**config.mk**
```make
export PLATFORM = sky130hd
export DESIGN_NAME = rst_sequencer
export DESIGN_NICKNAME = d
export VERILOG_FILES = /design/src/rtl/rst_sequencer.sv
export SDC_FILE = /design/constraint.sdc
export NUM_CORES = 1
export LEC_CHECK = 0
export CELL_PAD_IN_SITES_DETAIL_PLACEMENT = 0
export CELL_PAD_IN_SITES_GLOBAL_PLACEMENT = 2
export CORE_AREA = 2 2 87 68
export DETAILED_ROUTE_END_ITERATION = 10
export DIE_AREA = 0 0 89 70
export PLACE_DENSITY_LB_ADDON = 0.1
export SYNTH_ARGS = -nofsm -noshare
export SYNTH_HDL_FRONTEND = slang
export SYNTH_SLANG_ARGS = --single-unit
```
**constraint.sdc**
```tcl
create_clock -name clk -period 2.6 [get_ports clk]
set_input_delay 0.52 -clock clk [delete_from_list [all_inputs] [get_ports clk]]
set_output_delay 0.52 -clock clk [all_outputs]
set_load 0.02 [all_outputs]
```
**src/rtl/rst_sequencer.sv**
```systemverilog
// -----------------------------------------------------------------------------
// rst_sequencer
//
// Reset generator for the multiplier datapath and its neighbours. The board
// reset is synchronised through a flop chain, all channel resets are held low
// for a minimum trigger-free interval, and the channels are then released one
// at a time with a fixed stagger. Once every channel is out of reset the block
// sits in RUN, where a global software reset restarts the whole sequence and
// per-channel requests pulse a single channel's reset without disturbing the
// others.
//
// Parameters:
//   SYNC_STAGES  depth of the ext_rst_n synchroniser (>= 2)
//   NUM_CH       number of reset output channels (>= 1)
//   HOLD_CYCLES  trigger-free cycles before channel 0 releases; also the
//                length of a local channel reset (>= 1)
//   STAGGER      cycles between consecutive channel releases (>= 1)
//
// Ports:
//   clk          single clock, all state changes on its rising edge
//   reset        synchronous active-high block reset
//   ext_rst_n    asynchronous active-low board reset
//   sw_rst_req   synchronous global reset request (one-cycle pulse suffices)
//   ch_rst_req   synchronous per-channel local reset request, honoured in RUN
//   rst_n        active-low reset per downstream channel (registered)
//   done         high in RUN while every rst_n bit is high
// -----------------------------------------------------------------------------
module rst_sequencer #(
    parameter int unsigned SYNC_STAGES = 2,
    parameter int unsigned NUM_CH      = 4,
    parameter int unsigned HOLD_CYCLES = 16,
    parameter int unsigned STAGGER     = 8
) (
    input  logic              clk,
    input  logic              reset,
    input  logic              ext_rst_n,
    input  logic              sw_rst_req,
    input  logic [NUM_CH-1:0] ch_rst_req,
    output logic [NUM_CH-1:0] rst_n,
    output logic              done
);

    // Shared counter must reach the larger of the hold and stagger intervals.
    localparam int unsigned MAX_CNT = (HOLD_CYCLES > STAGGER) ? HOLD_CYCLES : STAGGER;
    localparam int unsigned CW      = $clog2(MAX_CNT + 1);
    localparam int unsigned IW      = $clog2(NUM_CH) + 1;
    localparam int unsigned LW      = $clog2(HOLD_CYCLES + 1);

    localparam logic [CW-1:0] HOLD_LAST  = CW'(HOLD_CYCLES - 1);
    localparam logic [CW-1:0] STAG_LAST  = CW'(STAGGER - 1);
    localparam logic [LW-1:0] LHOLD_LAST = LW'(HOLD_CYCLES - 1);
    localparam logic [IW-1:0] LAST_CH    = IW'(NUM_CH - 1);
    localparam logic [IW-1:0] FIRST_IDX  = IW'(1);

    typedef enum logic [1:0] {
        StAssert,
        StRelease,
        StRun
    } state_t;

    // -------------------------------------------------------------------------
    // Board reset synchroniser. Cleared to 0 so that downstream logic sees the
    // board reset as asserted until the chain has refilled with ones.
    // -------------------------------------------------------------------------
    logic [SYNC_STAGES-1:0] sync_q;
    logic                   ext_sync;

    always_ff @(posedge clk) begin
        if (reset) begin
            sync_q <= '0;
        end else begin
            sync_q <= {sync_q[SYNC_STAGES-2:0], ext_rst_n};
        end
    end

    assign ext_sync = sync_q[SYNC_STAGES-1];

    // -------------------------------------------------------------------------
    // Sequencer state
    // -------------------------------------------------------------------------
    state_t            state_q;
    logic [CW-1:0]     cnt_q;
    logic [IW-1:0]     idx_q;
    logic [NUM_CH-1:0] rst_n_q;
    logic [LW-1:0]     lcnt_q [NUM_CH];

    logic trigger;

    assign trigger = reset | ~ext_sync | sw_rst_req;

    // Single-process FSM. Any trigger forces a full restart from StAssert and
    // also cancels every local reset in flight, since all channels go low.
    //
    // In StRun every channel has been released, so a low rst_n_q bit means a
    // local reset for that channel is in progress; no separate busy flag is
    // kept.
    always_ff @(posedge clk) begin
        if (trigger) begin
            state_q <= StAssert;
            cnt_q   <= '0;
            idx_q   <= '0;
            rst_n_q <= '0;
            for (int i = 0; i < int'(NUM_CH); i++) begin
                lcnt_q[i] <= '0;
            end
        end else begin
            unique case (state_q)
                StAssert: begin
                    if (cnt_q == HOLD_LAST) begin
                        rst_n_q[0] <= 1'b1;
                        cnt_q      <= '0;
                        idx_q      <= FIRST_IDX;
                        state_q    <= (NUM_CH == 1) ? StRun : StRelease;
                    end else begin
                        cnt_q <= cnt_q + 1'b1;
                    end
                end

                StRelease: begin
                    if (cnt_q == STAG_LAST) begin
                        for (int i = 0; i < int'(NUM_CH); i++) begin
                            if (idx_q == IW'(i)) begin
                                rst_n_q[i] <= 1'b1;
                            end
                        end
                        cnt_q <= '0;
                        idx_q <= idx_q + 1'b1;
                        if (idx_q == LAST_CH) begin
                            state_q <= StRun;
                        end
                    end else begin
                        cnt_q <= cnt_q + 1'b1;
                    end
                end

                StRun: begin
                    for (int i = 0; i < int'(NUM_CH); i++) begin
                        if (ch_rst_req[i]) begin
                            // New or repeated request restarts the pulse.
                            rst_n_q[i] <= 1'b0;
                            lcnt_q[i]  <= '0;
                        end else if (!rst_n_q[i]) begin
                            if (lcnt_q[i] == LHOLD_LAST) begin
                                rst_n_q[i] <= 1'b1;
                                lcnt_q[i]  <= '0;
                            end else begin
                                lcnt_q[i] <= lcnt_q[i] + 1'b1;
                            end
                        end
                    end
                end

                default: begin
                    state_q <= StAssert;
                    cnt_q   <= '0;
                    idx_q   <= '0;
                    rst_n_q <= '0;
                end
            endcase
        end
    end

    // -------------------------------------------------------------------------
    // Outputs: rst_n straight from flops, done a single AND of flop outputs.
    // -------------------------------------------------------------------------
    assign rst_n = rst_n_q;
    assign done  = (state_q == StRun) & (&rst_n_q);

endmodule
```
==> summary.md, run 1 <==
| Metric | Value |
|---|---|
| Status | finished, final reports clean |
| Final weighted congestion in routability-driven placement | 0.7277 |
| Syn_nets | 227 |
| Antenna diodes | 0 |
| Worst reg2reg setup slack | 0.53 ns |
| Initial antenna violation count | 0 |
| Die W | 89 um |
| Initial Utilization | 0.3635 |
| Pin count of the biggest net entering global routing | 17 |
| Clk sinks | 36 |
| RSZ-0062 raised after global routing | no |
| FF-to-FF Start | cnt_q[0] |
| Grt ovf | 0 |
| Row cnt | 24 |
| Hold Path Sink | sync_q[1] |
| Die area | 6230 um2 |
| DR vias | 1428 |
| Number of synthesized register bits | 36 |
| Final ANT Viol Nets | 0 |
| Max incr delay on CP | 0.63 ns |
| Final period util | 0.8688 |
| Final min period | 2.259 ns |
| Crit path max-delay family | buffers and inverters |
| Gr usage total | 0.1445 |
| Cell accounting for the most synthesized area | edfxtp_1 |
| Vias in the first global route | 1384 |
| Core Area | 5525 um2 |
| WP data required | 2.08 ns |
| Hold_buf cts | 0 |
| Asr flop ratio synth | 0 |
| Nets@finish | 243 |
| Iter 0 DRT Violations | 88 |
| Crit. End Element | primary output |
| Slowest cell on crit path | clkdlybuf4s50_1 |
| Worst hold path class | flop to flop |
| Synthesized area | 2008 um2 |
| Layout cells sized above 1 | 0.08333 |
| Top post-synthesis cells by count | 30 x nor2_1, 22 x inv_1, 20 x edfxtp_1, 20 x ha_1, 16 x dfxtp_1 |
| Fillers | 558 |
| Slew @ Worst Pin | 0.7186 ns |
| Startpoint Class | flop |
| Gates resized, CTS repair | 0 |
| Crit path cell chain | ha_1 > nand3_1 > nor3_1 > clkdlybuf4s50_1 |
| Critical Path AT | 1.74 ns |
| Hold path cells | 1 |
| Post-Syn Area per Cell | 10.09 um2 |
| Min-delay src | sync_q[0] |
| Warnings, synthesis | 0 |
| R2R depth | 8 |
| CTS Root Buffer Type | clkbuf_8 |
| Setup Viol. Count Final | 0 |
| I/O pin total | 13 |
| TritonRoute pass-1 iters | 4 |
| CTS buffer count | 5 |
| Final hold viol count | 0 |
| Share of the synthesized area in the top cell type | 0.2991 |
| Clk_lat worst skew | 0.29 ns |
| Slew HR | 0.5159 |
| Htree depth | 2 |
| Drt wl/cell | 13.75 um |
| Dominant synthesized flop cell | edfxtp_1 |
| Design Area, Final | 2326 um2 |
| Post-Synthesis Cells | 199 |
| Post-Route WL | 4.043 mm |
| Drt via density | 4.857 |
| Maximum fanout along the worst path | 4 |
| Die Ht | 70 um |
| Post-synth EDFFs | 20 |
| Post-CTS setup buffer count | 0 |
| Max Cap Viol | 0 |
| RR Endpoint | state_q[1] |
| Clk buf depth | 2 |
| Worst vdd ir | 0.2032 mV |
| Setup crit start | state_q[1] |
| CTS tree | done |
| Worst Clk Skew | 0.007726 ns |
| Cell Area, Placed | 2218 um2 |
| Synth unique cells | 39 |
| Post-route setup TNS | 0 ns |
| Sequential area share after synthesis | 0.4586 |
| Pwr dens | 484.1 nW/um2 |
| Kind of critical path | flop to primary output |
| Fmax achieved | 442.7 MHz |
| First-pass GRT wire length | 6.831 mm |
| Synth-to-Final Area Change | 15.83% |
| Worst path buffer plus inverter count | 1 |
| Area contributors post-synth | edfxtp_1 30%, dfxtp_1 16%, ha_1 12%, nor2_1 5.6%, inv_1 4.1% |
| Drc violations | 0 |
| Final HPWL DP | 2.980 mm |
| Port Buf Inserts | 12 |
| Most common cell in the netlist | nor2_1 |
| Leak pwr | 0.0008594 uW |
| Final Max Slew Viols | 0 |
| Clk pin slew, worst setup/hold paths | 0.08 ns |
-- placed cells by master (no fill, tap or decap), types with 6 or more instances in the layout --
master,count
nand2_1,6
ha_1,20
a21oi_1,9
clkdlybuf4s50_1,12
edfxtp_1,20
inv_1,22
o21ai_0,9
dfxtp_1,16
nand3_1,6
nor2_1,30
-- metal layers --
metal,track usage,share of wire
met1,0.2147,0.52
met2,0.2056,0.44
met3,0.03546,0.028
met4,0.04478,0.012
met5,0,0
-- area by class of cell --
| class | instances | area [um2] | area share |
|---|---|---|---|
| clock inverters | 2 | 35.03 | 0.01506 |
| multi-input cells | 136 | 982.2 | 0.4223 |
| clock buffers | 6 | 72.57 | 0.03120 |
| inverters | 22 | 82.58 | 0.03550 |
| well taps | 78 | 97.59 | 0.04196 |
| repair buffers | 14 | 135.1 | 0.05810 |
| flip-flops and latches | 36 | 920.9 | 0.3959 |
-- how the worst max path moves through the flow --
stage / endpoint / cells past startpoint
after floorplan: done / 5
after global placement: lcnt_q[2][2] / 5
after detailed placement: lcnt_q[2][3] / 5
after CTS: done / 4
after global routing: done / 4
final: done / 4
-- power by group --
group | switching, uW | internal [uW]
clock network | 211 | 285
registers | 3.74 | 602
logic | 10.8 | 14.1
total | 225 | 901
-- cells by family after synthesis --
logic type               count (synthesis)  share of synthesized area
XOR/XNOR                                 9                    0.03925
flip-flops                              36                     0.4586
buffers and inverters                   27                    0.05234
AO/OA/AOI/OAI                           37                     0.1371
adder cells (fa/ha/maj)                 20                     0.1246
AND/OR/NAND/NOR                         70                     0.1882
-- stage by stage --
stage / total power, uW / instances / utilization / setup slack [ns] / hold WS (ns)
after floorplan: 626.9 / 199 / - / 0.6124 / 0.4138
after global placement: 642.7 / 286 / 0.4015 / 0.4641 / 0.4275
after detailed placement: 643.9 / 286 / 0.4015 / 0.4077 / 0.4413
after CTS: 1137 / 294 / 0.4210 / 0.2837 / 0.4611
after global routing: 1166 / 294 / 0.4210 / 0.1882 / 0.4715
final: 1126 / 294 / 0.4210 / 0.3412 / 0.4594
-- state kept, by name, summed over array words and instances (netlist names) --
name / cells
lcnt_q: 20
cnt_q: 5
rst_n: 4
idx_q: 3
sync_q: 2
state_q: 2
Power figures use the tool's default switching activity.
==> run 2, diff against run 1 <==
- ABC_AREA: default -> 1
- CORE_AREA: 2 2 87 68 -> 2 2 92 72
- DIE_AREA: 0 0 89 70 -> 0 0 94 74
==> summary.md, run 2 <==
| Metric | Value |
|---|---|
| Status | finished, final reports clean (unchanged) |
| Area contributors post-synth | edfxtp_1 29%, dfxtp_1 16%, ha_1 12%, nand2_1 11%, nor2_1 8.7% (was edfxtp_1 30%, dfxtp_1 16%, ha_1 12%, nor2_1 5.6%, inv_1 4.1%) |
| Asr flop ratio synth | 0 (unchanged) |
| Fmax achieved | 419.6 MHz (was 442.7 MHz) |
| RSZ-0062 raised after global routing | no (unchanged) |
| DR vias | 1560 (was 1428) |
| Final design utilization | 0.3873 (was 0.4210) |
| Die W | 94 um (was 89 um) |
| Final min period | 2.383 ns (was 2.259 ns) |
| Post-synth EDFFs | 20 (unchanged) |
| Post-Route WL | 3.928 mm (was 4.043 mm) |
| Critical Path AT | 1.86 ns (was 1.74 ns) |
| Final hold viol count | 0 (unchanged) |
| Final Max Slew Viols | 0 (unchanged) |
| Drc violations | 0 (unchanged) |
| Die area | 6956 um2 (was 6230 um2) |
| Clk_lat worst skew | 0.29 ns (about the same) |
| Top post-synthesis cells by count | 59 x nand2_1, 48 x nor2_1, 41 x inv_1 (was 30 x nor2_1, 22 x inv_1, 20 x edfxtp_1, 20 x ha_1, 16 x dfxtp_1) |
| Maximum fanout along the worst path | 7 (was 4) |
| Most common cell after layout, fill and taps aside | nand2_1 (was nor2_1) |
| Pin count of the biggest net entering global routing | 17 (unchanged) |
| Gr usage total | 0.1256 (was 0.1445) |
| Crit. End Element | primary output (unchanged) |
| Crit path max-delay family | buffers and inverters (unchanged) |
| Post-route setup TNS | 0 ns (unchanged) |
| Syn_nets | 289 (was 227) |
| First-pass GRT wire length | 6.644 mm (was 6.831 mm) |
| Grt ovf | 0 (unchanged) |
| Cell accounting for the most synthesized area | edfxtp_1 (unchanged) |
| CTS buffer count | 5 (unchanged) |
| Worst hold path class | flop to flop (unchanged) |
| Most common cell in the netlist | nand2_1 (was nor2_1) |
| Warnings, synthesis | 0 (unchanged) |
| Drt wl/cell | 10.88 um (was 13.75 um) |
| Clk pin slew, worst setup/hold paths | 0.07 ns (was 0.08 ns) |
| Pwr dens | 433.5 nW/um2 (was 484.1 nW/um2) |
| Slowest cell on crit path | clkdlybuf4s50_1 (unchanged) |
| Slew @ Worst Pin | 0.5457 ns (was 0.7186 ns) |
| Pre-CTS setup slack | 0.4372 ns (was 0.4077 ns) |
| Antenna diodes | 0 (unchanged) |
| Port Buf Inserts | 12 (unchanged) |
| CTS Root Buffer Type | clkbuf_8 (unchanged) |
| Post-Syn Area per Cell | 7.891 um2 (was 10.09 um2) |
| Max Cap Viol | 0 (unchanged) |
| Synth-to-Final Area Change | 14.70% (was 15.83%) |
| Design Area, Final | 2362 um2 (was 2326 um2) |
| Dominant synthesized flop cell | edfxtp_1 (unchanged) |
| Post-Synthesis Cells | 261 (was 199) |
| Crit path cell chain | inv_1 > ha_1 > inv_1 > nor3_1 > clkdlybuf4s50_1 (was ha_1 > nand3_1 > nor3_1 > clkdlybuf4s50_1) |
| Max reg flops | 20 (unchanged) |
| Final HPWL DP | 2.938 mm (was 2.980 mm) |
| Cell Area, Placed | 2278 um2 (was 2218 um2) |
| Core Area | 6100 um2 (was 5525 um2) |
| Die Ht | 74 um (was 70 um) |
| TritonRoute pass-1 iters | 4 (unchanged) |
| Startpoint Class | flop (unchanged) |
| Synthesized area | 2059 um2 (was 2008 um2) |
| I/O pin total | 13 (unchanged) |
| Hold_buf cts | 0 (unchanged) |
| Nets@finish | 307 (was 243) |
| Largest Register | lcnt_q (unchanged) |
| Setup WS post-layout | 0.2166 ns (was 0.3412 ns) |
| Clk buf depth | 2 (unchanged) |
| Initial Utilization | 0.3376 (was 0.3635) |
| Synth unique cells | 20 (was 39) |
| Fillers | 656 (was 558) |
| Iter 0 DRT Violations | 51 (was 88) |
| Layout cells sized above 1 | 0.04643 (was 0.08333) |
| Htree depth | 2 (unchanged) |
| Most common cell on crit path | inv_1 |
| Max incr delay on CP | 0.63 ns (about the same) |
| Final ANT Viol Nets | 0 (unchanged) |
| Leak pwr | 0.0009528 uW (was 0.0008594 uW) |
| CTS tree | done (unchanged) |
| Final weighted congestion in routability-driven placement | 0.7182 (was 0.7277) |
| Share of the synthesized area in the top cell type | 0.2916 (was 0.2991) |
| Setup Viol. Count Final | 0 (unchanged) |
| Hold WS | 0.4021 ns (was 0.4594 ns) |
| Vias in the first global route | 1415 (was 1384) |
| Post-CTS setup buffer count | 0 (unchanged) |
| Worst vdd ir | 0.1449 mV (was 0.2032 mV) |
| Sequential area share after synthesis | 0.4471 (was 0.4586) |
| Worst path buffer plus inverter count | 3 (was 1) |
| Slew HR | 0.6362 (was 0.5159) |
| Initial antenna violation count | 0 (unchanged) |
| Row cnt | 25 (was 24) |
| Number of synthesized register bits | 36 (unchanged) |
| Drt via density | 4.321 (was 4.857) |
| Kind of critical path | flop to primary output (unchanged) |
| Worst Clk Skew | 0.005251 ns (was 0.007726 ns) |
| Clk sinks | 36 (unchanged) |
| Final period util | 0.9167 (was 0.8688) |
| Most frequent cells in the layout | 59 x nand2_1, 48 x nor2_1, 41 x inv_1 (was 30 x nor2_1, 22 x inv_1, 20 x ha_1, 20 x edfxtp_1, 16 x dfxtp_1) |
| WP data required | 2.08 ns (about the same) |
| Gates resized, CTS repair | 0 (unchanged) |
==> run 2: cell types whose count changed after synthesis, sizes merged, moves of 4 or more <==
cell   previous run  this run
nand2             6        60
inv              22        41
nor2             30        48
nand3             6        14
a21oi            11        15
and3              4         0
or4               4         0
xnor2             4         0
==> run 2: area by class of cell <==
cell class	count	area, um2	area share
Sequential cell	36	920.9	0.3898
Multi-Input combinational cell	181	967.2	0.4094
Tap cell	81	101.3	0.04290
Timing Repair Buffer	14	135.1	0.05720
Inverter	41	153.9	0.06515
Clock inverter	2	11.26	0.004767
Clock buffer	6	72.57	0.03072
==> run 2: worst reg2reg max path, stage by stage (launching register included) <==
cell	delay, ns
dfxtp_1	0.38
ha_1	0.20
nand2_1	0.07
nor2_1	0.14
ha_1	0.17
inv_1	0.05
a21oi_1	0.44
nand3_1	0.21
nand2_1	0.10
inv_1	0.04
nor2_1	0.08
==> run 2: routing by layer <==
| layer | vias to the layer above | part of all wire | wire (um) | track usage |
|---|---|---|---|---|
| li1 | 868 | - | - | - |
| met1 | 672 | 0.56 | 2201 | 0.1822 |
| met2 | 16 | 0.39 | 1529 | 0.1778 |
| met3 | 4 | 0.038 | 151 | 0.03850 |
| met4 | 0 | 0.011 | 44 | 0.04348 |
| met5 | - | 0 | 0 | 0 |
==> run 2: power breakdown <==
group / switching [uW] / internal (uW) / total [uW] / leakage, uW
sequential: 3.21 / 602 / 605 / 0.000372
combinational: 12.7 / 13.5 / 26.3 / 0.000542
clock: 207 / 186 / 393 / 0.0000388
==> run 2: path summary, 6_finish.rpt <==
path | startpoint | endpoint | slack, ns | cells after the start
worst max register to register | cnt_q[0] | state_q[0] | 0.68 | 10
worst min-delay path | sync_q[0] | sync_q[1] | 0.40 | 2
worst min register to register | sync_q[0] | sync_q[1] | 0.40 | 2
worst max-delay path | state_q[0] | done | 0.22 | 5
==> run 2: stage by stage <==
| step | power, uW | instances |
|---|---|---|
| 2_1_floorplan | 628.1 | 261 |
| 4_1_cts | 1043 | 361 |
| 6_report | 1024 | 361 |
| 5_1_grt | 1067 | 361 |
| 3_5_place_dp | 644.6 | 353 |
| 3_3_place_gp | 644.8 | 353 |
==> run 2: cell families after synthesis <==
group,synth area share
AND/OR/NAND/NOR,0.2849
XOR/XNOR,0.008507
buffers and inverters,0.08323
adder cells (fa/ha/maj),0.1215
flip-flops,0.4471
AO/OA/AOI/OAI,0.05468
